## src/rtl/fifo_pack.sv

```systemverilog
// Drains up to eight per-channel byte FIFOs into one framed packet:
// HEAD0 HEAD1 info kind smpr | SEG_LEN bytes per enabled channel | checksum | trailer.
module fifo_pack #(
  parameter int         NUM_CH  = 8,
  parameter int         SEG_LEN = 64,
  parameter int         TIMEOUT = 1023,
  parameter logic [7:0] HEAD0   = 8'h55,
  parameter logic [7:0] HEAD1   = 8'hAA
) (
  input  logic                  clk,
  input  logic                  rst,
  input  logic                  fs_fifo,
  output logic                  fd_fifo,
  output logic                  err,
  input  logic [7:0]            dev_smpr,
  input  logic [7:0]            dev_info,
  input  logic [7:0]            dev_kind,
  input  logic [NUM_CH-1:0]     ch_mask,
  input  logic [7:0]            adc_end,
  input  logic [8*NUM_CH-1:0]   fifoi_rxd,
  input  logic [NUM_CH-1:0]     fifoi_empty,
  output logic [NUM_CH-1:0]     fifoi_rxen,
  output logic                  fifod_txen,
  output logic [7:0]            fifod_txd,
  output logic [2:0]            dbg_state
);

  localparam int CW = $clog2(NUM_CH);
  localparam int IW = $clog2(SEG_LEN + 1);
  localparam int TW = (TIMEOUT > 0) ? $clog2(TIMEOUT + 1) : 1;

  typedef enum logic [2:0] {
    IDLE = 3'd0,
    HEAD = 3'd1,
    SEL  = 3'd2,
    READ = 3'd3,
    CHK  = 3'd4,
    TAIL = 3'd5,
    DONE = 3'd6
  } state_t;

  state_t state_q, state_d;

  logic [2:0]        head_idx;
  logic [CW-1:0]     ch_q;
  logic [CW-1:0]     sel_ch;
  logic [NUM_CH-1:0] remain_q;
  logic [IW-1:0]     issued_q;
  logic [TW-1:0]     wait_q;
  logic              pad_q;
  logic              pipe_valid_q;
  logic              pipe_pad_q;
  logic [7:0]        chk_q;
  logic [7:0]        info_q, kind_q, smpr_q, tail_q;

  logic              seg_open;
  logic              rd_req;
  logic              pad_req;
  logic [7:0]        rx_byte;
  logic [7:0]        pipe_byte;
  logic [7:0]        head_byte;

  // Handshake: fs_fifo is a level request sampled only in IDLE; fd_fifo stays
  // high in DONE until fs_fifo drops, so a held request never restarts a packet.
  assign dbg_state = state_q;
  assign fd_fifo   = (state_q == DONE);

  assign seg_open  = (issued_q != IW'(SEG_LEN));
  assign rd_req    = (state_q == READ) && !pad_q && seg_open && !fifoi_empty[ch_q];
  assign pad_req   = (state_q == READ) && pad_q && seg_open;
  assign rx_byte   = fifoi_rxd[{ch_q, 3'b000} +: 8];
  assign pipe_byte = pipe_pad_q ? 8'h00 : rx_byte;

  always_comb begin
    fifoi_rxen = '0;
    if (rd_req) fifoi_rxen = NUM_CH'(1) << ch_q;
  end

  // Lowest remaining channel wins, giving the 0 -> 7 walk order.
  always_comb begin
    sel_ch = '0;
    for (int i = NUM_CH - 1; i >= 0; i--) begin
      if (remain_q[i]) sel_ch = CW'(i);
    end
  end

  always_comb begin
    head_byte = HEAD0;
    case (head_idx)
      3'd0:    head_byte = HEAD0;
      3'd1:    head_byte = HEAD1;
      3'd2:    head_byte = info_q;
      3'd3:    head_byte = kind_q;
      3'd4:    head_byte = smpr_q;
      default: head_byte = HEAD0;
    endcase
  end

  always_ff @(posedge clk) begin
    if (rst) state_q <= IDLE;
    else     state_q <= state_d;
  end

  always_comb begin
    state_d = state_q;
    case (state_q)
      IDLE: if (fs_fifo) state_d = HEAD;
      HEAD: if (head_idx == 3'd4) state_d = SEL;
      SEL:  state_d = (remain_q == '0) ? CHK : READ;
      READ: if (!seg_open && !pipe_valid_q) state_d = SEL;
      CHK:  state_d = TAIL;
      TAIL: state_d = DONE;
      DONE: if (!fs_fifo) state_d = IDLE;
      default: state_d = IDLE;
    endcase
  end

  always_ff @(posedge clk) begin
    if (rst) begin
      head_idx     <= '0;
      ch_q         <= '0;
      remain_q     <= '0;
      issued_q     <= '0;
      wait_q       <= '0;
      pad_q        <= 1'b0;
      pipe_valid_q <= 1'b0;
      pipe_pad_q   <= 1'b0;
      chk_q        <= '0;
      err          <= 1'b0;
      info_q       <= '0;
      kind_q       <= '0;
      smpr_q       <= '0;
      tail_q       <= '0;
      fifod_txen   <= 1'b0;
      fifod_txd    <= '0;
    end else begin
      fifod_txen   <= 1'b0;
      // Pad bytes ride the same two-cycle pipeline as real reads so the
      // output timing is identical for data and padding.
      pipe_valid_q <= rd_req || pad_req;
      pipe_pad_q   <= pad_req;
      if (rd_req || pad_req) issued_q <= issued_q + IW'(1);

      case (state_q)
        IDLE: begin
          head_idx <= '0;
          if (fs_fifo) begin
            info_q   <= dev_info;
            kind_q   <= dev_kind;
            smpr_q   <= dev_smpr;
            tail_q   <= adc_end;
            remain_q <= ch_mask;
            chk_q    <= '0;
            err      <= 1'b0;
          end
        end
        HEAD: begin
          fifod_txen <= 1'b1;
          fifod_txd  <= head_byte;
          if (head_idx >= 3'd2) chk_q <= chk_q + head_byte;
          head_idx   <= head_idx + 3'd1;
        end
        SEL: begin
          if (remain_q != '0) begin
            ch_q             <= sel_ch;
            remain_q[sel_ch] <= 1'b0;
            issued_q         <= '0;
            wait_q           <= '0;
            pad_q            <= 1'b0;
          end
        end
        READ: begin
          if (pipe_valid_q) begin
            fifod_txen <= 1'b1;
            fifod_txd  <= pipe_byte;
            chk_q      <= chk_q + pipe_byte;
          end
          if (rd_req) begin
            wait_q <= '0;
          end else if (!pad_q && seg_open) begin
            if (wait_q == TW'(TIMEOUT)) begin
              pad_q <= 1'b1;
              err   <= 1'b1;
            end else begin
              wait_q <= wait_q + TW'(1);
            end
          end
        end
        CHK: begin
          fifod_txen <= 1'b1;
          fifod_txd  <= chk_q;
        end
        TAIL: begin
          fifod_txen <= 1'b1;
          fifod_txd  <= tail_q;
        end
        default: ;
      endcase
    end
  end

endmodule

```

## config.mk

```make
export PLATFORM = sky130hd
export DESIGN_NAME = fifo_pack
export DESIGN_NICKNAME = d
export VERILOG_FILES = /design/src/rtl/fifo_pack.sv
export SDC_FILE = /design/constraint.sdc
export NUM_CORES = 1
export LEC_CHECK = 0
export ABC_AREA = 1
export BUFFER_PORTS_ARGS = -buffer_cell sky130_fd_sc_hd__buf_2
export CORE_ASPECT_RATIO = 1.2
export CORE_MARGIN = 5
export CORE_UTILIZATION = 50
export CTS_CLUSTER_DIAMETER = 50
export DETAILED_ROUTE_END_ITERATION = 7
export PLACE_DENSITY = 0.87
export SYNTH_ARGS = -nofsm -noshare
export SYNTH_HDL_FRONTEND = slang
export SYNTH_SLANG_ARGS = --single-unit
```

## constraint.sdc

```tcl
create_clock -name clk -period 2.9 [get_ports clk]
set_input_delay 0.29 -clock clk [delete_from_list [all_inputs] [get_ports clk]]
set_output_delay 0.29 -clock clk [all_outputs]
set_load 0.01 [all_outputs]
```

# Word level (Yosys, flattened, before mapping)
# Cells that the tools add are included.
dict set report word_totals {
  out_inout_bits 22
  word_cells 134
  regBits 87
  inputBits 115
}
dict set report op_classes {
  reduce_logical 32
  shifts 2
  n_lt_le_gt_ge 4
  bitwise_logic 2
  muxes 48
  n_addsub 5
  n_eq_ne 24
}
# cell n
set op_table {}
lappend op_table {{two-way mux 8 bit} 8}
lappend op_table {{case mux 8 bit (4 select lines)} 2}
lappend op_table {{variable part select 64 x 7 -> 8 bit} 1}
lappend op_table {{two-way mux 10 bit} 4}
lappend op_table {{two-way mux 3 bit} 13}
lappend op_table {{case mux 8 bit (3 select lines)} 1}
lappend op_table {{two-way mux 7 bit} 3}
lappend op_table {{case mux 3 bit (7 select lines)} 1}
lappend op_table {{case mux 10 bit (2 select lines)} 1}
lappend op_table {{adder 8 bit} 2}
lappend op_table {{case mux 8 bit (2 select lines)} 1}
lappend op_table {{inequality test 2 bit, second input constant} 7}
lappend op_table {{equality test 3 x 2 -> 1 bit, second input constant} 4}
lappend op_table {{equality test 3 bit, second input constant} 4}
lappend op_table {{AND reduction 4 bit} 3}
lappend op_table {{adder 10 x 1 -> 10 bit, second input constant} 1}
lappend op_table {{equality test 10 bit, second input constant} 1}
lappend op_table {{AND reduction 5 bit} 2}
lappend op_table {{bitwise AND 8 bit} 1}
lappend op_table {{logical AND 1 bit} 8}
lappend op_table {{zero test 8 bit} 1}
lappend op_table {{< comparator 3 x 4 -> 1 bit, second input constant} 2}
lappend op_table {{two-way mux 1 bit} 8}
lappend op_table {{inverter 8 bit} 1}
lappend op_table {{24 further kinds} 37}

# Depth between registers and ports, before layout
dict set report depth {
  depth_word 16
  mapped_depth 19
  depth_no_buf 19
}

# Least setup slack after synthesis
# Ideal clock, no wire load.
dict set report synth_timing {
  path_kind {flip-flop to flip-flop}
  startpoint {reg head_idx[0]}
  endpoint {reg chk_q[6]}
  path_slack_ns 0.258
  setup_ns 0.132
  arrival_ns 2.510
  period_less_slack_ns 2.642
  stages_incl_launch_ff 20
  required_time_ns 2.768
  n_path_buf 0
  cell_sequence {dfxtp_1 inv_1 ha_1 nand2_1 inv_1 nor2_1 nand2_2 nand2_1 nand2_1 nand2_1 ha_1 inv_1 fa_1 o21ai_0 a21o_1 a21oi_1 inv_1 nand2_1 nand3_1 a21oi_1}
}
dict set report synth_via {
  elab_chain_len 5
  elab_cells_between_ends 11
  cone_classes {add/sub: 1; order compare: 1; eq/ne: 5; mux: 3; reduce/logical: 1}
}
# item line
set synth_lines {}
lappend synth_lines {{start, declared} 44} ;# logic [2:0] head_idx;
lappend synth_lines {{start signal, assigned} 161} ;# head_idx <= head_idx + 3'd1;
lappend synth_lines {{equality test 3 bit, or another cell as far along} 89} ;# case (head_idx)
lappend synth_lines {{case mux 8 bit (4 select lines)} 89}
lappend synth_lines {{adder 8 bit} 160} ;# if (head_idx >= 3'd2) chk_q <= chk_q + head_byte;
lappend synth_lines {{two-way mux 8 bit} 160}
lappend synth_lines {{case mux 8 bit (3 select lines)} 144} ;# case (state_q)
lappend synth_lines {{end signal, assigned} 160}
lappend synth_lines {{end signal, assigned} 176} ;# chk_q <= chk_q + pipe_byte;
lappend synth_lines {{end, declared} 53} ;# logic [7:0] chk_q;
# Several ways; a longest one is shown, not always the timed one. The select of a mux whose other input is x is not followed.
# A chain may end at the register's enable or synchronous reset.

# Worst setup path in the final report
dict set report layout_timing {
  startpoint {reg head_idx[1]}
  endpoint {reg chk_q[6]}
}
# Same word-level chain as after synthesis.

==> flow_metrics.tcl <==
set metrics [dict create \
    status "finished, final reports clean" \
    ys_warn_count 0 \
    grt_pass1_vias 5513 \
    coreArea_um2 10100 \
    die_area_um2 12500 \
    synth_top_area_frac 0.337 \
    htree_levels 3 \
    hold_violations 0 \
    post_cts_buffers 0 \
    min_period_ns 2.64 \
    holdBufCountCts 0 \
    ioPinCount 137 \
    ys_seq_area_frac 0.337 \
    finClkSkew_ns 0.0115 \
    syn-mean-instance-area_um2 6.64 \
    async_reset_ff_frac 0 \
    start_kind "flop" \
    r2r_cells 15 \
    critPathArrivalTime_ns 2.84 \
    cts_num_sinks 87 \
    drtIter0Drc 363 \
    min_to "info_q[2]" \
    grt_overflow 0 \
    synthTopCellsByCount "232 x nand2_1, 87 x dfxtp_1, 79 x a21oi_1" \
    firstDrtPassIters 5 \
    path_class "reg -> reg" \
    start_util 0.514 \
    regToRegEndpoint "chk_q[6]" \
    yosys_register_bits 87 \
    drc 0 \
    grt_pass1_wl_mm 24.7 \
    antenna_cells 0 \
    syn_area_um2 5170 \
    timing.rr.start "head_idx[1]" \
    cts_buffers 9 \
    yosysMostFrequentCell "nand2_1" \
    synth-edff-count 0 \
    clk_transition_reported_paths_ns 0.06 \
    rows 40 \
    leakage_nw 2.92 \
    synth_nets 909 \
    synth_top_area_cell "dfxtp_1" \
    syn_inst 778 \
    wl_per_cell_um 15.0 \
    vias 5736 \
    antenna_left 0 \
    vias_per_cell 5.48 \
    ir_drop_mv 0.476 \
    power_density_nw_per_um2 944 \
    cap_violations 0 \
    antenna_found_initial 0 \
    final.setup.tns_ns 0 \
    clock_path_buffers 2 \
    crit_path_end_kind "flop" \
    io_buffers 136 \
    gp_congestion 0.998 \
    fin_crit_sh 0.909 \
    holdPathStages 3 \
    fmax_ghz 0.379 \
    die_y_um 121 \
    rsz0062_at_grt "no" \
    worst_skew_pair.late_latency_ns 0.35 \
    drive_gt1_frac 0.236 \
    min_from "dev_info[2]" \
    fp.dieW_um 103 \
    maxSlewViolCount 0 \
    ys.flop_type "dfxtp_1" \
    grt_usage 0.248 \
    root_buffer "clkbuf_16" \
    crit_required_ns 3.11 \
    power.total_mw 5.97 \
    num-nets-final 1046 \
    ys_top_cells_by_area "dfxtp_1 34%, nand2_1 17%, a21oi_1 7.6%, inv_1 5.0%, nor2_1 4.9%" \
    worst_slew_pin_slew_ns 0.803 \
    tritoncts "built" \
    finalSetupViolCount 0 \
    wl_mm 15.7 \
    grt_max_degree 47 \
    post-dp-hpwl_mm 12.0 \
    path_max_fanout 5 \
    relSlewSlack 0.464 \
    synth_cell_types 47 \
    area_growth_pct 22.3 \
    hold_path_class "in -> reg" \
    cts_resized 0 \
    rrSetupSlack_ns 0.26 \
]
placed cells by master, fill, tap and decap left out, types with 9 or more instances in the layout:
cell	instances
nor2_1	67
inv_2	9
clkbuf_16	9
dfxtp_1	83
a21oi_1	77
buf_4	14
a22oi_1	13
inv_1	69
o21ai_0	42
ha_1	13
nand3_1	39
nand2_1	233
nand4_1	20
buf_2	136
worst max-delay path, cell delays in order, from the launching register on:
cell and delay (ns):
dfxtp_2 0.36, ha_1 0.18, ha_2 0.22, inv_1 0.09
o2111ai_1 0.24, nand2_1 0.12, o21ai_0 0.23, inv_1 0.10
fa_2 0.39, o21ai_2 0.16, a21o_1 0.15, a21oi_2 0.06
inv_1 0.05, nand2_1 0.04, nand3_1 0.06, a21oi_1 0.06
metal layers:
metal,vias up,wire length [um],share of wire,track usage
met5,-,0,0,0
met4,0,573,0.036,0.125
met3,47,1460,0.093,0.0483
met2,256,7670,0.49,0.443
met1,2582,6000,0.38,0.273
li1,2851,-,-,-
cells by family after synthesis:
kind of cell             after synthesis  share of synthesized area
flip-flops                            87                      0.337
adder cells (fa/ha/maj)               16                     0.0402
AND/OR/NAND/NOR                      394                      0.336
XOR/XNOR                               7                     0.0119
AO/OA/AOI/OAI                        167                      0.183
buffers and inverters                107                     0.0920
final cells by class:
type	count	area, um2
inverter	82	315
clock inverter	5	81.3
sequential	87	1750
clock buffer	11	243
multi-input combinational	585	2990
fill	921	3740
tap	126	158
timing repair buffer	150	786
how the worst max path moves through the flow:
stage	start	to	slack, ns
2_1_floorplan	head_idx[0]	chk_q[6]	0.26
6_report	head_idx[1]	chk_q[6]	0.26
3_3_place_gp	head_idx[0]	chk_q[6]	0.15
4_1_cts	head_idx[0]	chk_q[6]	0.004
5_1_grt	head_idx[0]	chk_q[7]	0.001
3_5_place_dp	head_idx[0]	chk_q[6]	0.02
power by group:
| group | total [mW] | internal [mW] | switching, mW |
|---|---|---|---|
| Sequential | 1.85 | 1.58 | 0.273 |
| Combinational | 2.87 | 0.958 | 1.92 |
| Clock | 1.25 | 0.778 | 0.470 |
| Total | 5.97 | 3.31 | 2.66 |
per-stage QoR:
step	utilization	std cells	setup slack, ns	area (um2)	hold WS [ns]
after floorplan	-	778	0.258	5170	0.429
after global placement	0.592	1029	0.145	5950	0.452
after detailed placement	0.592	1029	0.0175	5950	0.457
after CTS	0.624	1045	0.00357	6280	0.184
after global routing	0.629	1046	0.00108	6320	0.193
final	0.629	1046	0.263	6320	0.187
flip-flops by register name, indices dropped and copies added, names as in the netlist:
register	cells
ch_q	3
chk_q	8
dbg_state	3
err	1
fifod_txd	8
fifod_txen	1
head_idx	3
info_q	8
issued_q	7
kind_q	8
pad_q	1
pipe_pad_q	1
pipe_valid_q	1
remain_q	8
smpr_q	8
tail_q	8
wait_q	10
No activity file was read; power rests on OpenSTA's default activity.
